File: config.mk
export PLATFORM = sky130hd
export DESIGN_NAME = card_dealer
export DESIGN_NICKNAME = d
export VERILOG_FILES = /design/src/rtl/card_dealer.sv
export SDC_FILE = /design/constraint.sdc
export NUM_CORES = 1
export LEC_CHECK = 0
export ABC_AREA = 1
export CORE_UTILIZATION = 50
export DETAILED_ROUTE_END_ITERATION = 7
export HOLD_SLACK_MARGIN = 0.12
export PLACE_DENSITY = 0.66
export SYNTH_ARGS = -nofsm -noshare
export SYNTH_HDL_FRONTEND = slang
export SYNTH_SLANG_ARGS = --single-unit
File: constraint.sdc
create_clock -name clk -period 4.7 [get_ports clk]
set_input_delay 1.175 -clock clk [delete_from_list [all_inputs] [get_ports clk]]
set_output_delay 1.175 -clock clk [all_outputs]
set_load 0.005 [all_outputs]
File: src/rtl/card_dealer.sv
// Single-deck card source: draws an undealt slot starting at an LFSR-chosen index,
// probing forward until a free slot is found, then pulses the selected hand.
module card_dealer #(
  parameter int              NUM_HANDS = 2,
  parameter int              CARD_W    = 4,
  parameter logic [15:0]     SEED      = 16'hACE1,
  localparam int             HS_W      = (NUM_HANDS > 1) ? $clog2(NUM_HANDS) : 1
) (
  input  logic                 clk,
  input  logic                 reset,
  input  logic                 dealReq,
  input  logic [HS_W-1:0]      handSel,
  input  logic                 shuffle,
  output logic [NUM_HANDS-1:0] addNewCard,
  output logic [CARD_W-1:0]    newCardValue,
  output logic                 busy,
  output logic                 deckEmpty,
  output logic [5:0]           cardsRemaining
);

  localparam logic [15:0] SEED_NZ = (SEED == 16'h0000) ? 16'h0001 : SEED;

  typedef enum logic [1:0] {IDLE, CHECK, ISSUE} state_t;

  state_t          state;
  logic [15:0]     lfsr;
  logic            lfsr_fb;
  logic [51:0]     used;
  logic [5:0]      idx;
  logic [HS_W-1:0] hsel;

  function automatic logic [5:0] start_idx(input logic [5:0] r);
    return (r >= 6'd52) ? (r - 6'd52) : r;
  endfunction

  function automatic logic [CARD_W-1:0] rank_of(input logic [5:0] i);
    logic [5:0] r;
    r = (i % 6'd13) + 6'd1;
    return CARD_W'(r);
  endfunction

  // Out-of-range selections map to no pulse; the card is still consumed.
  function automatic logic [NUM_HANDS-1:0] hand_onehot(input logic [HS_W-1:0] s);
    logic [NUM_HANDS-1:0] oh;
    oh = '0;
    for (int h = 0; h < NUM_HANDS; h++)
      if (32'(s) == h) oh[h] = 1'b1;
    return oh;
  endfunction

  assign lfsr_fb   = lfsr[15] ^ lfsr[13] ^ lfsr[12] ^ lfsr[10];
  assign busy      = (state != IDLE);
  assign deckEmpty = (cardsRemaining == 6'd0);

  always_ff @(posedge clk or negedge reset) begin
    if (!reset) begin
      state          <= IDLE;
      lfsr           <= SEED_NZ;
      used           <= '0;
      idx            <= '0;
      hsel           <= '0;
      cardsRemaining <= 6'd52;
      addNewCard     <= '0;
      newCardValue   <= '0;
    end else begin
      lfsr       <= {lfsr[14:0], lfsr_fb};
      addNewCard <= '0;
      case (state)
        IDLE: begin
          if (shuffle) begin
            used           <= '0;
            cardsRemaining <= 6'd52;
          end else if (dealReq && !deckEmpty) begin
            hsel  <= handSel;
            idx   <= start_idx(lfsr[5:0]);
            state <= CHECK;
          end
        end
        // Linear probe with wrap; a free slot is guaranteed since the deck was non-empty.
        CHECK: begin
          if (!used[idx]) state <= ISSUE;
          else            idx   <= (idx == 6'd51) ? 6'd0 : (idx + 6'd1);
        end
        ISSUE: begin
          addNewCard     <= hand_onehot(hsel);
          newCardValue   <= rank_of(idx);
          used[idx]      <= 1'b1;
          cardsRemaining <= cardsRemaining - 6'd1;
          state          <= IDLE;
        end
        default: state <= IDLE;
      endcase
    end
  end

endmodule
==> run summary, run 1 <==
Fin. Hold Viols -> 0
Worst VDD drop -> 0.000142 V
pre-CTS setup slack -> 1.44 ns
Seq cells post-synth -> 89
setup bufs post-CTS -> 0
most common library cells after synthesis -> nand2_1 (98), dfrtp_1 (78), inv_1 (74)
post-layout util -> 56.4%
chip width -> 96.3 µm
vias -> 3493
CTS max path bufs -> 2
FF-to-FF setup slack -> 1.43 ns
die height -> 96.3 µm
Worst Path Max Fanout -> 12
post-route ant nets -> 0
Worst setup SP type -> flip-flop
Worst EP arrival -> 3.53 ns
die area -> 9270 µm²
Clock Sink Count -> 89
Tot GR Track Use -> 23.3%
min Tclk post-route -> 3.27 ns
vias in the first global route -> 3212
worst setup path category -> flip-flop to flip-flop
layout cells sized above 1 -> 12.5%
post-cts sizing count -> 0
initial antenna violation count -> 0
sequential area share after synthesis -> 50.4%
leakage power figure -> 2.41 nW
Buffers on Ports -> 18
Rows -> 34
Final #Nets -> 540
Yosys cell types -> 35
PD cells -> 266 nW/µm²
Async SR Flop Fraction -> 100%
Core Region -> 8680 µm²
WL final -> 9710 µm
final slew viol count -> 0
Slew HR -> 27.7%
DR vias/cell -> 5.49
Final WS setup -> 1.43 ns
initial core utilization -> 51.2%
total power -> 0.00130 W
clk slew on worst S/H paths -> 0.10 ns
top-area cell type share of the netlist area -> 43.9%
first-pass GRT wire length -> 16200 µm
Iter 0 DRT Violations -> 216
number of remaining DRC errors -> 0
cells after synthesis -> 505
number of I/O pins -> 19
CTS hold repair buffers -> 0
Overflow after GRT -> 0
required time worst endpoint -> 4.95 ns
fin crit share -> 69.7%
Primary FF master, synth -> dfrtp_1
Post-synth EDFFs -> 0
number of fill cells -> 804
Synthesis Warnings -> 0
Hold WC Path Type -> flip-flop to flip-flop
largest net degree at the start of global routing -> 90
RSZ-0062 raised after global routing -> no
GPL Wtd Cong -> 0.888
setup violators final -> 0
P&R area growth vs syn -> 10.1%
top post-synthesis cells by area -> dfrtp_1 (44%), nand2_1 (8.3%), o22ai_1 (7.3%), dfstp_2 (6.5%), inv_1 (6.3%)
Cell Area, Synth -> 4440 µm²
max-cap violation count -> 0
status -> complete, no violations
CTS tree -> yes
area leader, netlist -> dfrtp_1
FF-to-FF path depth -> 21
CTS HTree Levels -> 3
most common cell in the synthesized netlist -> nand2_1
Max Fclk -> 305 MHz
TNS Setup -> 0 ns
Routed wire per std cell -> 15.3 µm
WHS -> 0.359 ns
first-pass detailed-route iteration total -> 4
hold depth -> 0
mean post-synth cell area -> 8.80 µm²
# diodes -> 0
latest clock arrival within the worst-skew pair -> 0.37 ns
Clock Skew -> 0.0167 ns
CTS Buf Count -> 9
Slew @ Worst Pin -> 1.08 ns
CP endpoint kind -> flip-flop
root buf cell -> clkbuf_8
Net Count, Synth -> 522
DP Wirelength -> 6840 µm
[cells by family after synthesis]
kind of cell | synth area share [%]
AND/OR/NAND/NOR | 22.1
adder cells (fa/ha/maj) | 3.38
AO/OA/AOI/OAI | 14.2
buffers and inverters | 8.53
flip-flops | 50.4
XOR/XNOR | 1.38
[layout by cell type, fill, tap and decap left out, types with 4 or more instances in the layout]
cell	instances
xnor2_1	4
clkdlybuf4s50_1	17
dfstp_2	11
nor3_1	7
nand2_4	7
nand4_1	10
clkbuf_8	9
o21ai_1	4
a22oi_1	6
ha_1	12
nand2_1	98
nand2_2	12
o22ai_1	52
o21ai_0	32
nand3_1	27
nor2_1	23
a21oi_1	9
dfrtp_1	78
inv_2	6
inv_1	74
[sequential cells by signal, indices dropped and copies added, names as in the netlist]
| register | count |
|---|---|
| state | 2 |
| used | 52 |
| newCardValue | 4 |
| idx | 6 |
| hsel | 1 |
| lfsr | 16 |
| addNewCard | 2 |
| cardsRemaining | 6 |
[routing by layer]
| metal | routed length (µm) | GRT usage (%) | vias to the layer above | part of all wire (%) |
|---|---|---|---|---|
| li1 | - | - | 1720 | - |
| met1 | 4670 | 33.8 | 1677 | 48 |
| met2 | 4490 | 35.6 | 83 | 46 |
| met3 | 413 | 3.40 | 13 | 4.3 |
| met4 | 134 | 7.84 | 0 | 1.4 |
| met5 | 0 | 0 | - | 0 |
[worst max-delay path, stage by stage, from the launching register on]
cell	delay [ns]
dfrtp_1	0.63
nand2_2	0.17
inv_2	0.10
nand3_1	0.06
nand2_1	0.13
inv_1	0.07
ha_1	0.20
inv_1	0.12
nand2_4	0.09
nand3_4	0.11
nand2_1	0.07
nand2_1	0.10
inv_1	0.07
ha_1	0.17
or2_2	0.32
nand3_4	0.12
nand2_4	0.08
nand2_2	0.08
nand2_4	0.06
ha_1	0.20
xnor2_1	0.15
o21ai_1	0.07
[layout make-up]
| cell class | count | area (µm²) | area share, % |
|---|---|---|---|
| Inverter | 80 | 300 | 6.14 |
| Multi-Input combinational cell | 323 | 1830 | 37.3 |
| Clock inverter | 7 | 72.6 | 1.48 |
| Clock buffer | 9 | 124 | 2.53 |
| Sequential cell | 89 | 2240 | 45.8 |
| Timing Repair Buffer | 20 | 193 | 3.94 |
| Tap cell | 108 | 135 | 2.76 |
[per-stage QoR]
stage                     instances  cell area [µm²]
final                           636             4890
after global routing            636             4890
after CTS                       636             4890
after detailed placement        620             4700
after global placement          620             4700
after floorplan                 505             4440
[worst paths after layout]
check,start,end
setup reg to reg,idx[4],newCardValue[2]
setup / recovery,idx[4],newCardValue[2]
hold reg to reg,lfsr[14],lfsr[15]
min in group asynchronous,reset,used[16]
hold / removal,lfsr[14],lfsr[15]
max in group asynchronous,reset,idx[2]
[report_power, final]
group | internal, W | leakage, nW | switching, W
clock | 0.000208 | 0.0966 | 0.000311
combinational | 0.00000371 | 1.42 | 0.0000149
sequential | 0.000766 | 0.892 | 0.000000442
Note: power is estimated with default switching activity, not from simulation.
==> run 2, diff against run 1 <==
--- a/config.mk
+++ b/config.mk
@@ -9,7 +9,7 @@
 export CORE_UTILIZATION = 50
 export DETAILED_ROUTE_END_ITERATION = 7
 export HOLD_SLACK_MARGIN = 0.12
-export PLACE_DENSITY = 0.66
+export PLACE_DENSITY = 0.68
 export SYNTH_ARGS = -nofsm -noshare
 export SYNTH_HDL_FRONTEND = slang
 export SYNTH_SLANG_ARGS = --single-unit
==> constraint.sdc (replaced) <==
create_clock -name clk -period 2.73 [get_ports clk]
set_input_delay 0.6825 -clock clk [delete_from_list [all_inputs] [get_ports clk]]
set_output_delay 0.6825 -clock clk [all_outputs]
set_load 0.005 [all_outputs]
==> run summary, run 2 (synthesis results as in run 1) <==
leakage power figure -> 2.53 nW (+5.1%)
CTS tree -> yes
required time worst endpoint -> 2.97 ns (-1.98 ns)
status -> complete, no violations
Iter 0 DRT Violations -> 272 (+26%)
CTS HTree Levels -> 3 (unchanged)
post-route ant nets -> 0 (unchanged)
Largest Register -> used
CTS max path bufs -> 2 (unchanged)
most frequent cells in the layout -> nand2_1 (94), dfrtp_1 (77), inv_1 (71)
FF-to-FF path depth -> 21 (unchanged)
Hold WC Path Type -> primary input to asynchronous set/reset pin
initial core utilization -> 51.2% (unchanged)
max-cap violation count -> 0 (unchanged)
worst r2r src -> idx[4]
Clock Sink Count -> 89 (unchanged)
Clock Skew -> 0.0130 ns (-0.00376 ns)
die area -> 9270 µm² (unchanged)
CP endpoint kind -> flip-flop
chip width -> 96.3 µm (unchanged)
Rows -> 34 (unchanged)
Final #Nets -> 561 (+3.9%)
initial antenna violation count -> 0 (unchanged)
largest net degree at the start of global routing -> 90 (unchanged)
vias -> 3686 (+5.5%)
PD cells -> 462 nW/µm² (+73%)
Final WS setup -> 0.141 ns (-1.28 ns)
Overflow after GRT -> 0 (unchanged)
DR vias/cell -> 5.61 (+2.2%)
first-pass GRT wire length -> 16500 µm (+2.2%)
Max Fclk -> 386 MHz (+26%)
fin crit share -> 94.8% (+25 points)
post-layout util -> 59.6% (+3.3 points)
Tot GR Track Use -> 23.9% (+0.59 points)
Buffers on Ports -> 18 (unchanged)
setup violators final -> 0 (unchanged)
Critical R2R Capture -> newCardValue[2]
fin area -> 5170 µm² (+5.8%)
min Tclk post-route -> 2.59 ns (-0.685 ns)
final slew viol count -> 0 (unchanged)
number of remaining DRC errors -> 0 (unchanged)
vias in the first global route -> 3418 (+6.4%)
Core Region -> 8680 µm² (unchanged)
most common cell after layout, fill and taps aside -> nand2_1
max reg flops -> 52 (unchanged)
Worst EP arrival -> 2.83 ns (-0.70 ns)
CTS Buf Count -> 9 (unchanged)
Slew @ Worst Pin -> 0.691 ns (-0.393 ns)
latest clock arrival within the worst-skew pair -> 0.36 ns (about the same)
WL final -> 10200 µm (+4.9%)
Post-Place Cell Area -> 4810 µm² (+2.4%)
root buf cell -> clkbuf_8
worst setup path category -> flip-flop to flip-flop
Worst setup SP type -> flip-flop
clk slew on worst S/H paths -> 0.10 ns (about the same)
Worst VDD drop -> 0.000326 V (+130%)
CTS hold repair buffers -> 0 (unchanged)
number of I/O pins -> 19 (unchanged)
pre-CTS setup slack -> -0.101 ns (-1.54 ns)
GPL Wtd Cong -> 0.912 (+2.8%)
P&R area growth vs syn -> 16.4%
first-pass detailed-route iteration total -> 5 (+1)
# diodes -> 0 (unchanged)
FF-to-FF setup slack -> 0.14 ns (-1.28 ns)
Fin. Hold Viols -> 0 (unchanged)
layout cells sized above 1 -> 18.2% (+5.7 points)
die height -> 96.3 µm (unchanged)
Largest regs -> used x52, lfsr x16
Worst Path Max Fanout -> 5 (-7)
Routed wire per std cell -> 15.5 µm (+1.5%)
Slew HR -> 53.9% (+26 points)
DP Wirelength -> 6930 µm (+1.3%)
-- run 2: how the worst max path moves through the flow --
| stage | from | endpoint | slack, ns | cells past startpoint |
|---|---|---|---|---|
| 6_report | idx[4] | newCardValue[2] | 0.14 | 21 |
| 5_1_grt | idx[4] | newCardValue[2] | -0.01 | 21 |
| 4_1_cts | idx[4] | newCardValue[2] | 0.04 | 22 |
| 3_5_place_dp | idx[5] | newCardValue[2] | -0.10 | 22 |
| 3_3_place_gp | idx[5] | newCardValue[2] | 0.03 | 22 |
| 2_1_floorplan | idx[5] | newCardValue[2] | 0.00006 | 23 |
-- run 2: metal layers --
layer | vias to the layer above | global-route usage, % | share of wire [%]
li1 | 1761 | - | -
met1 | 1794 | 33.3 | 47
met2 | 116 | 37.5 | 47
met3 | 15 | 3.87 | 4.7
met4 | 0 | 8.71 | 1.4
met5 | - | 0 | 0
-- run 2: what timing repair did --
action                                  4_1_cts  5_1_grt
resized for setup                             5       13
endpoints found under the setup margin        2        3
pin swaps                                     4        8
setup buffers                                 4        5
-- run 2: area by class of cell --
| cell class | count | area [µm²] |
|---|---|---|
| clock buffer | 10 | 138 |
| clock inverter | 6 | 95.1 |
| fill | 785 | 3500 |
| inverter | 80 | 305 |
| multi-input combinational | 323 | 1890 |
| sequential | 89 | 2240 |
| tap | 108 | 135 |
| timing repair buffer | 41 | 370 |
-- run 2: report_power, final --
part,switching (W),internal (W),leakage (nW)
Sequential,0.000000789,0.00132,0.890
Combinational,0.0000262,0.00000951,1.52
Clock,0.000482,0.000552,0.118
-- run 2: worst max-delay path: stages, from the launching register on --
cell and delay (ns):
dfrtp_1 0.41, nand2_4 0.09, inv_4 0.07, nand3_2 0.06
nand2_2 0.08, inv_2 0.06, ha_4 0.16, inv_4 0.06
nand2_4 0.07, nand3_4 0.08, nand2_2 0.07, nand2_2 0.08
inv_2 0.05, ha_1 0.17, or2_4 0.25, nand3_4 0.09
nand2_4 0.08, nand2_4 0.07, nand2_4 0.05, ha_2 0.19
xnor2_2 0.15, o21ai_1 0.07
-- run 2: stage by stage --
step	setup TNS [ns]	power (W)	std cells	hold slack, ns
CTS	0	0.00241	652	0.354
detailed placement	-0.132	0.00138	632	0.338
floorplan	0	0.00135	505	0.331
global placement	0	0.00138	632	0.344
global route	-0.0127	0.00247	657	0.368
finish	0	0.00239	657	0.338
==> run 3, diff against run 2 <==
--- a/config.mk
+++ b/config.mk
@@ -8,7 +8,7 @@
 export ABC_AREA = 1
 export CORE_UTILIZATION = 50
 export DETAILED_ROUTE_END_ITERATION = 7
-export HOLD_SLACK_MARGIN = 0.12
+export HOLD_SLACK_MARGIN = 0.15
 export PLACE_DENSITY = 0.68
 export SYNTH_ARGS = -nofsm -noshare
 export SYNTH_HDL_FRONTEND = slang
==> results of run 3 <==
Same layout as run 2: the final DEF is identical, and so are final timing and power.
